<file path="src/rtl/fml_arb_pkg.sv">
// Shared types and constants for the two-requester DDR FML arbiter.
package fml_arb_pkg;

  typedef enum logic [1:0] {
    ST_IDLE = 2'd0,
    ST_BUSY = 2'd1,
    ST_GAP  = 2'd2
  } state_t;

  localparam logic OWNER_M0 = 1'b0;
  localparam logic OWNER_M1 = 1'b1;

endpackage

</file>
<file path="src/rtl/fml_arb_watchdog.sv">
// Saturating ack-timeout and lock-length counters with sticky error flags.
module fml_arb_watchdog
  import fml_arb_pkg::*;
#(
  parameter int TIMEOUT  = 255,
  parameter int MAX_LOCK = 8
) (
  input  logic sys_clk,
  input  logic sys_rst_n,
  input  logic busy,
  input  logic stb,
  input  logic ack,
  input  logic lock,
  input  logic clr_err,
  output logic timeout_err,
  output logic lock_err
);

  localparam int TO_W = $clog2(TIMEOUT + 1);
  localparam int LK_W = $clog2(MAX_LOCK + 1);

  logic [TO_W-1:0] to_cnt;
  logic [LK_W-1:0] lock_cnt;
  logic            to_hit;
  logic            lock_hit;

  // Flags fire only on the count step that reaches the limit, so clr_err
  // can clear them while a saturated condition persists.
  assign to_hit   = busy && stb && !ack && (to_cnt == TO_W'(TIMEOUT - 1));
  assign lock_hit = busy && ack && lock && (lock_cnt == LK_W'(MAX_LOCK - 1));

  // Stalled-strobe counter: runs while strobing without ack, clears on ack or idle.
  always_ff @(posedge sys_clk or negedge sys_rst_n) begin
    if (!sys_rst_n) begin
      to_cnt <= '0;
    end else if (!busy || ack) begin
      to_cnt <= '0;
    end else if (stb && (to_cnt != TO_W'(TIMEOUT))) begin
      to_cnt <= to_cnt + TO_W'(1);
    end
  end

  // Locked-ack counter: counts acks taken with lock held, clears on unlocked ack.
  always_ff @(posedge sys_clk or negedge sys_rst_n) begin
    if (!sys_rst_n) begin
      lock_cnt <= '0;
    end else if (!busy) begin
      lock_cnt <= '0;
    end else if (ack) begin
      if (!lock) begin
        lock_cnt <= '0;
      end else if (lock_cnt != LK_W'(MAX_LOCK)) begin
        lock_cnt <= lock_cnt + LK_W'(1);
      end
    end
  end

  // Sticky flags; a set in the same cycle as clr_err takes priority.
  always_ff @(posedge sys_clk or negedge sys_rst_n) begin
    if (!sys_rst_n) begin
      timeout_err <= 1'b0;
      lock_err    <= 1'b0;
    end else begin
      if (to_hit)       timeout_err <= 1'b1;
      else if (clr_err) timeout_err <= 1'b0;
      if (lock_hit)     lock_err    <= 1'b1;
      else if (clr_err) lock_err    <= 1'b0;
    end
  end

endmodule

</file>
<file path="src/rtl/fml_ddr_arbiter.sv">
// Round-robin arbiter sharing one DDR FML slave port between two requesters.
module fml_ddr_arbiter
  import fml_arb_pkg::*;
#(
  parameter int ADR_W    = 26,
  parameter int TIMEOUT  = 255,
  parameter int MAX_LOCK = 8
) (
  input  logic             sys_clk,
  input  logic             sys_rst_n,
  input  logic             m0_stb,
  input  logic             m0_we,
  input  logic [3:0]       m0_sel,
  input  logic [ADR_W-1:0] m0_adr,
  input  logic [31:0]      m0_do,
  input  logic             m0_lock,
  output logic             m0_ack,
  input  logic             m1_stb,
  input  logic             m1_we,
  input  logic [3:0]       m1_sel,
  input  logic [ADR_W-1:0] m1_adr,
  input  logic [31:0]      m1_do,
  input  logic             m1_lock,
  output logic             m1_ack,
  output logic [31:0]      m_di,
  output logic             fml_stb,
  output logic             fml_we,
  output logic [3:0]       fml_sel,
  output logic [ADR_W-1:0] fml_adr,
  output logic [31:0]      fml_do,
  input  logic             fml_ack,
  input  logic [31:0]      fml_di,
  output logic [1:0]       owner,
  output logic             timeout_err,
  output logic             lock_err,
  input  logic             clr_err
);

  state_t state, state_nxt;
  logic   own_idx, own_idx_nxt;
  logic   rr_last, rr_last_nxt;
  logic   grant;
  logic   busy;
  logic   own_stb;
  logic   own_lock;

  assign busy     = (state == ST_BUSY);
  assign own_stb  = (own_idx == OWNER_M1) ? m1_stb  : m0_stb;
  assign own_lock = (own_idx == OWNER_M1) ? m1_lock : m0_lock;

  // State, owner and round-robin pointer registers.
  always_ff @(posedge sys_clk or negedge sys_rst_n) begin
    if (!sys_rst_n) begin
      state   <= ST_IDLE;
      own_idx <= OWNER_M0;
      rr_last <= OWNER_M1;
    end else begin
      state   <= state_nxt;
      own_idx <= own_idx_nxt;
      rr_last <= rr_last_nxt;
    end
  end

  // Next-state: grant in IDLE, hold under lock in BUSY, one dead cycle in GAP.
  always_comb begin
    state_nxt   = state;
    own_idx_nxt = own_idx;
    rr_last_nxt = rr_last;
    grant       = OWNER_M0;
    case (state)
      ST_IDLE: begin
        if (m0_stb || m1_stb) begin
          grant       = (m0_stb && m1_stb) ? ~rr_last : m1_stb;
          own_idx_nxt = grant;
          rr_last_nxt = grant;
          state_nxt   = ST_BUSY;
        end
      end
      ST_BUSY: begin
        if (fml_ack) begin
          state_nxt = own_lock ? ST_BUSY : ST_GAP;
        end else if (!own_stb && !own_lock) begin
          state_nxt = ST_IDLE;
        end
      end
      ST_GAP:  state_nxt = ST_IDLE;
      default: state_nxt = ST_IDLE;
    endcase
  end

  // Owner-side mux toward the DDR port and ack steering back to the owner.
  always_comb begin
    fml_stb = busy && own_stb;
    fml_we  = (own_idx == OWNER_M1) ? m1_we  : m0_we;
    fml_sel = (own_idx == OWNER_M1) ? m1_sel : m0_sel;
    fml_adr = (own_idx == OWNER_M1) ? m1_adr : m0_adr;
    fml_do  = (own_idx == OWNER_M1) ? m1_do  : m0_do;
    m0_ack  = busy && (own_idx == OWNER_M0) && fml_ack;
    m1_ack  = busy && (own_idx == OWNER_M1) && fml_ack;
    m_di    = fml_di;
    owner   = {own_idx, busy};
  end

  fml_arb_watchdog #(
    .TIMEOUT  (TIMEOUT),
    .MAX_LOCK (MAX_LOCK)
  ) u_watchdog (
    .sys_clk     (sys_clk),
    .sys_rst_n   (sys_rst_n),
    .busy        (busy),
    .stb         (fml_stb),
    .ack         (fml_ack),
    .lock        (own_lock),
    .clr_err     (clr_err),
    .timeout_err (timeout_err),
    .lock_err    (lock_err)
  );

endmodule

</file>
<file path="config.mk">
export PLATFORM = sky130hd
export DESIGN_NAME = fml_ddr_arbiter
export DESIGN_NICKNAME = d
export VERILOG_FILES = /design/src/rtl/fml_arb_pkg.sv /design/src/rtl/fml_arb_watchdog.sv /design/src/rtl/fml_ddr_arbiter.sv
export SDC_FILE = /design/constraint.sdc
export NUM_CORES = 1
export LEC_CHECK = 0
export ABC_AREA = 1
export CORE_AREA = 3 3 104 106
export DETAILED_ROUTE_END_ITERATION = 10
export DIE_AREA = 0 0 107 109
export DONT_BUFFER_PORTS = 1
export PLACE_DENSITY_LB_ADDON = 0.12
export SLEW_MARGIN = 10
export SYNTH_ARGS = -nofsm -noshare
export SYNTH_HDL_FRONTEND = slang
export SYNTH_SLANG_ARGS = --single-unit
</file>
<file path="constraint.sdc">
create_clock -name sys_clk -period 2.28 [get_ports sys_clk]
set_clock_uncertainty 0.2 [all_clocks]
set_input_delay 0.456 -clock sys_clk [delete_from_list [all_inputs] [get_ports sys_clk]]
set_output_delay 0.456 -clock sys_clk [all_outputs]
set_load 0.02 [all_outputs]
</file>
==> impl_results.md <==
- Netlist Area Pre-Place: 2170 um^2
- Req. time, crit path: 1.62 ns
- Remaining DRCs: 0
- Most instantiated library cell after synthesis: nand2_1
- Largest net degree at the start of global routing: 62
- Ant. Diodes: 0
- Starting density of the core: ~22%
- Drt pass-1 iters: 4
- Post-route ant nets: 0
- Critical path capture point type: output pin
- RSZ-0062 raised after global routing: false
- Post-Syn Area per Cell: 5.59 um^2
- Worst Max-Slew Pin Slew: 0.956 ns
- Asr flop ratio synth: 100%
- Final worst path period share: 92.2%
- 1st-iter DRT viols: 147
- Min-Delay Path Depth: 1
- IO buf count: 0
- CTS H-tree depth: 1
- Top cells by count, synth: nand2_1, buf_4, inv_1
- Post-route design area: approximately 2100 um^2
- Aggregate routed wire length: 8450 um
- Yosys Warn Count: 0
- Hold Slack: 0.0781 ns
- Slew Limit Headroom: 36.1%
- Setup violators final: 0
- Synth top area share: 41.0%
- GP Congestion: roughly 0.71
- Top_reg_cell synth: dfrtp_1
- Max-Cap Viols: 0
- Worst IR drop on VDD: 420 uV
- FP Rows: 36
- Clock buffer depth: 2
- Net count, final: between 500 and 600
- Unique cell type count in the Yosys netlist: 24
- Die footprint: 11700 um^2
- Worst Path Max Fanout: between 60 and 70
- CTS tree: yes
- GRT overflow: 0
- Sink Count: 18
- Chip height: 109 um
- Die W: 107 um
- Reg-to-reg endpoint: u_watchdog.to_cnt[4]
- Clock transition at path regs: 0.08 ns
- Area of the core: 9860 um^2
- Vias post-DR: about 2200
- R2r setup slk: 0.61 ns
- Peak Freq: 0.476 GHz
- Hold WC Path Type: in2reg
- Setup slack at placement: 0.376 ns
- Final TNS setup: 0 ns
- EDFF count, synth: 0
- Register-to-Register Path Depth: 7
- TritonCTS Buffers: 3
- Clk_lat worst skew: 0.25 ns
- Share of cells above drive strength 1: 6.00%
- CP Launch Point: own_idx
- Synth area leaders: nand2_1, dfrtp_1, buf_4
- Vias in the first global route: roughly 1900
- Pleak: 0.00124 uW
- Fin. max-slew vios: 0
- Initial antenna violation count: 2
- Register area share after synthesis: 20.8%
- Final hold violation count: 0
- GR Util All Layers: 12.3%
- CP Class: reg2out
- PwrDens: approximately 1300 nW/um^2
- Post-DP Area: 2060 um^2
- Final worst setup slack: 0.178 ns
- Worst Setup Start Kind: flip-flop
- Area Overhead vs Synth: -1.73%
- Synth Instances: between 300 and 400
- Min-Delay Endpoint: u_watchdog.timeout_err
- Filler Cell Count: between 1000 and 1500
- Cell taking the most area after synthesis: nand2_1
- Final min period: ~2.1 ns
- Syn Nets: roughly 560
- HP Start: clr_err
- Vias per cell: 4.51
- DR WL/cell: 17.5 um
- Number of synthesized register bits: 18
- Clock root buffer: clkbuf_8
- Status: finished clean
- Io pins: 268
- Post-DP HPWL: between 7000 and 8000 um
- Worst r2r src: own_idx
- Worst Path Arrival: around 1.5 ns
- First-pass GRT wire length: 11000 um
==> flip-flops by register name, summed over array words and instances (netlist names) <==
signal	cells
u_watchdog.to_cnt	8
u_watchdog.lock_cnt	4
state	2
own_idx	1
rr_last	1
u_watchdog.lock_err	1
u_watchdog.timeout_err	1
==> area by class of cell <==
type,instances,area [um^2],share of cell area (%)
clock buffer,4,55.1,2.58
sequential,18,453,21.2
tap,133,166,7.80
timing repair buffer,6,63.8,2.99
multi-input combinational,298,1300,61.1
inverter,24,92.6,4.34
==> routing by layer <==
metal | track usage (%) | wire length (um)
met2 | 20.1 | 4070
met3 | 7.10 | 1230
met5 | 0 | 27
met1 | 14.2 | 3010
met4 | 2.47 | 109
==> worst max path at each step <==
stage	to	slack, ns	depth (start not counted)
final	fml_adr[9]	0.18	4
after global routing	fml_adr[9]	0.09	4
after CTS	fml_do[26]	0.09	4
after detailed placement	fml_do[26]	0.38	4
after global placement	fml_do[17]	0.40	4
after floorplan	fml_adr[0]	0.57	5
==> worst max-delay path, cell delays in order, from the launching register on <==
cell     delay, ns
dfrtp_2       0.43
inv_2         0.16
buf_12        0.26
nand2_1       0.08
nand2_1       0.23
==> through the flow <==
step	util [%]	instances	total power, uW
6_report	21.6	483	2710
4_1_cts	21.6	483	2740
3_3_place_gp	20.9	478	2470
3_5_place_dp	20.9	478	2450
5_1_grt	21.6	483	2940
2_1_floorplan	-	388	2230
==> cells in the final DEF (no fill, tap or decap), drive strengths merged <==
master       netlist  routed
nand4              7       7
dlygate4sd3        0       1
nor3               3       3
inv               24      24
xor2               4       4
dfrtp             17      17
nand3b             3       3
buf               47       5
o211ai             1       1
o21ai              7       7
nand3             10      10
clkbuf             1       4
dfstp              1       1
nand2            237     237
a21oi              2       2
ha                 4       4
nor2              20      20
==> logic make-up after synthesis <==
kind of cell	share of synthesized area, %
compound gates	2.42
fa+ha+maj	2.31
buf+inv	19.2
xor+xnor	1.61
flops	20.8
simple gates	53.7
==> report_power, final <==
group          leakage [uW]  switching (uW)  internal [uW]  total (uW)
clock             0.0000288             119            154         273
combinational      0.000972            1620            398        2020
sequential         0.000241            42.3            376         419
total               0.00124            1780            928        2710
==> timing repair <==
action / in CTS / in global routing
hold buffers: 1 / 0
hold endpoints to repair: 18 / 0
buffers inserted: 0 / 0
gates resized for setup: 0 / 1
setup endpoints to repair: 0 / 1
Note: power is estimated with default switching activity, not from simulation.
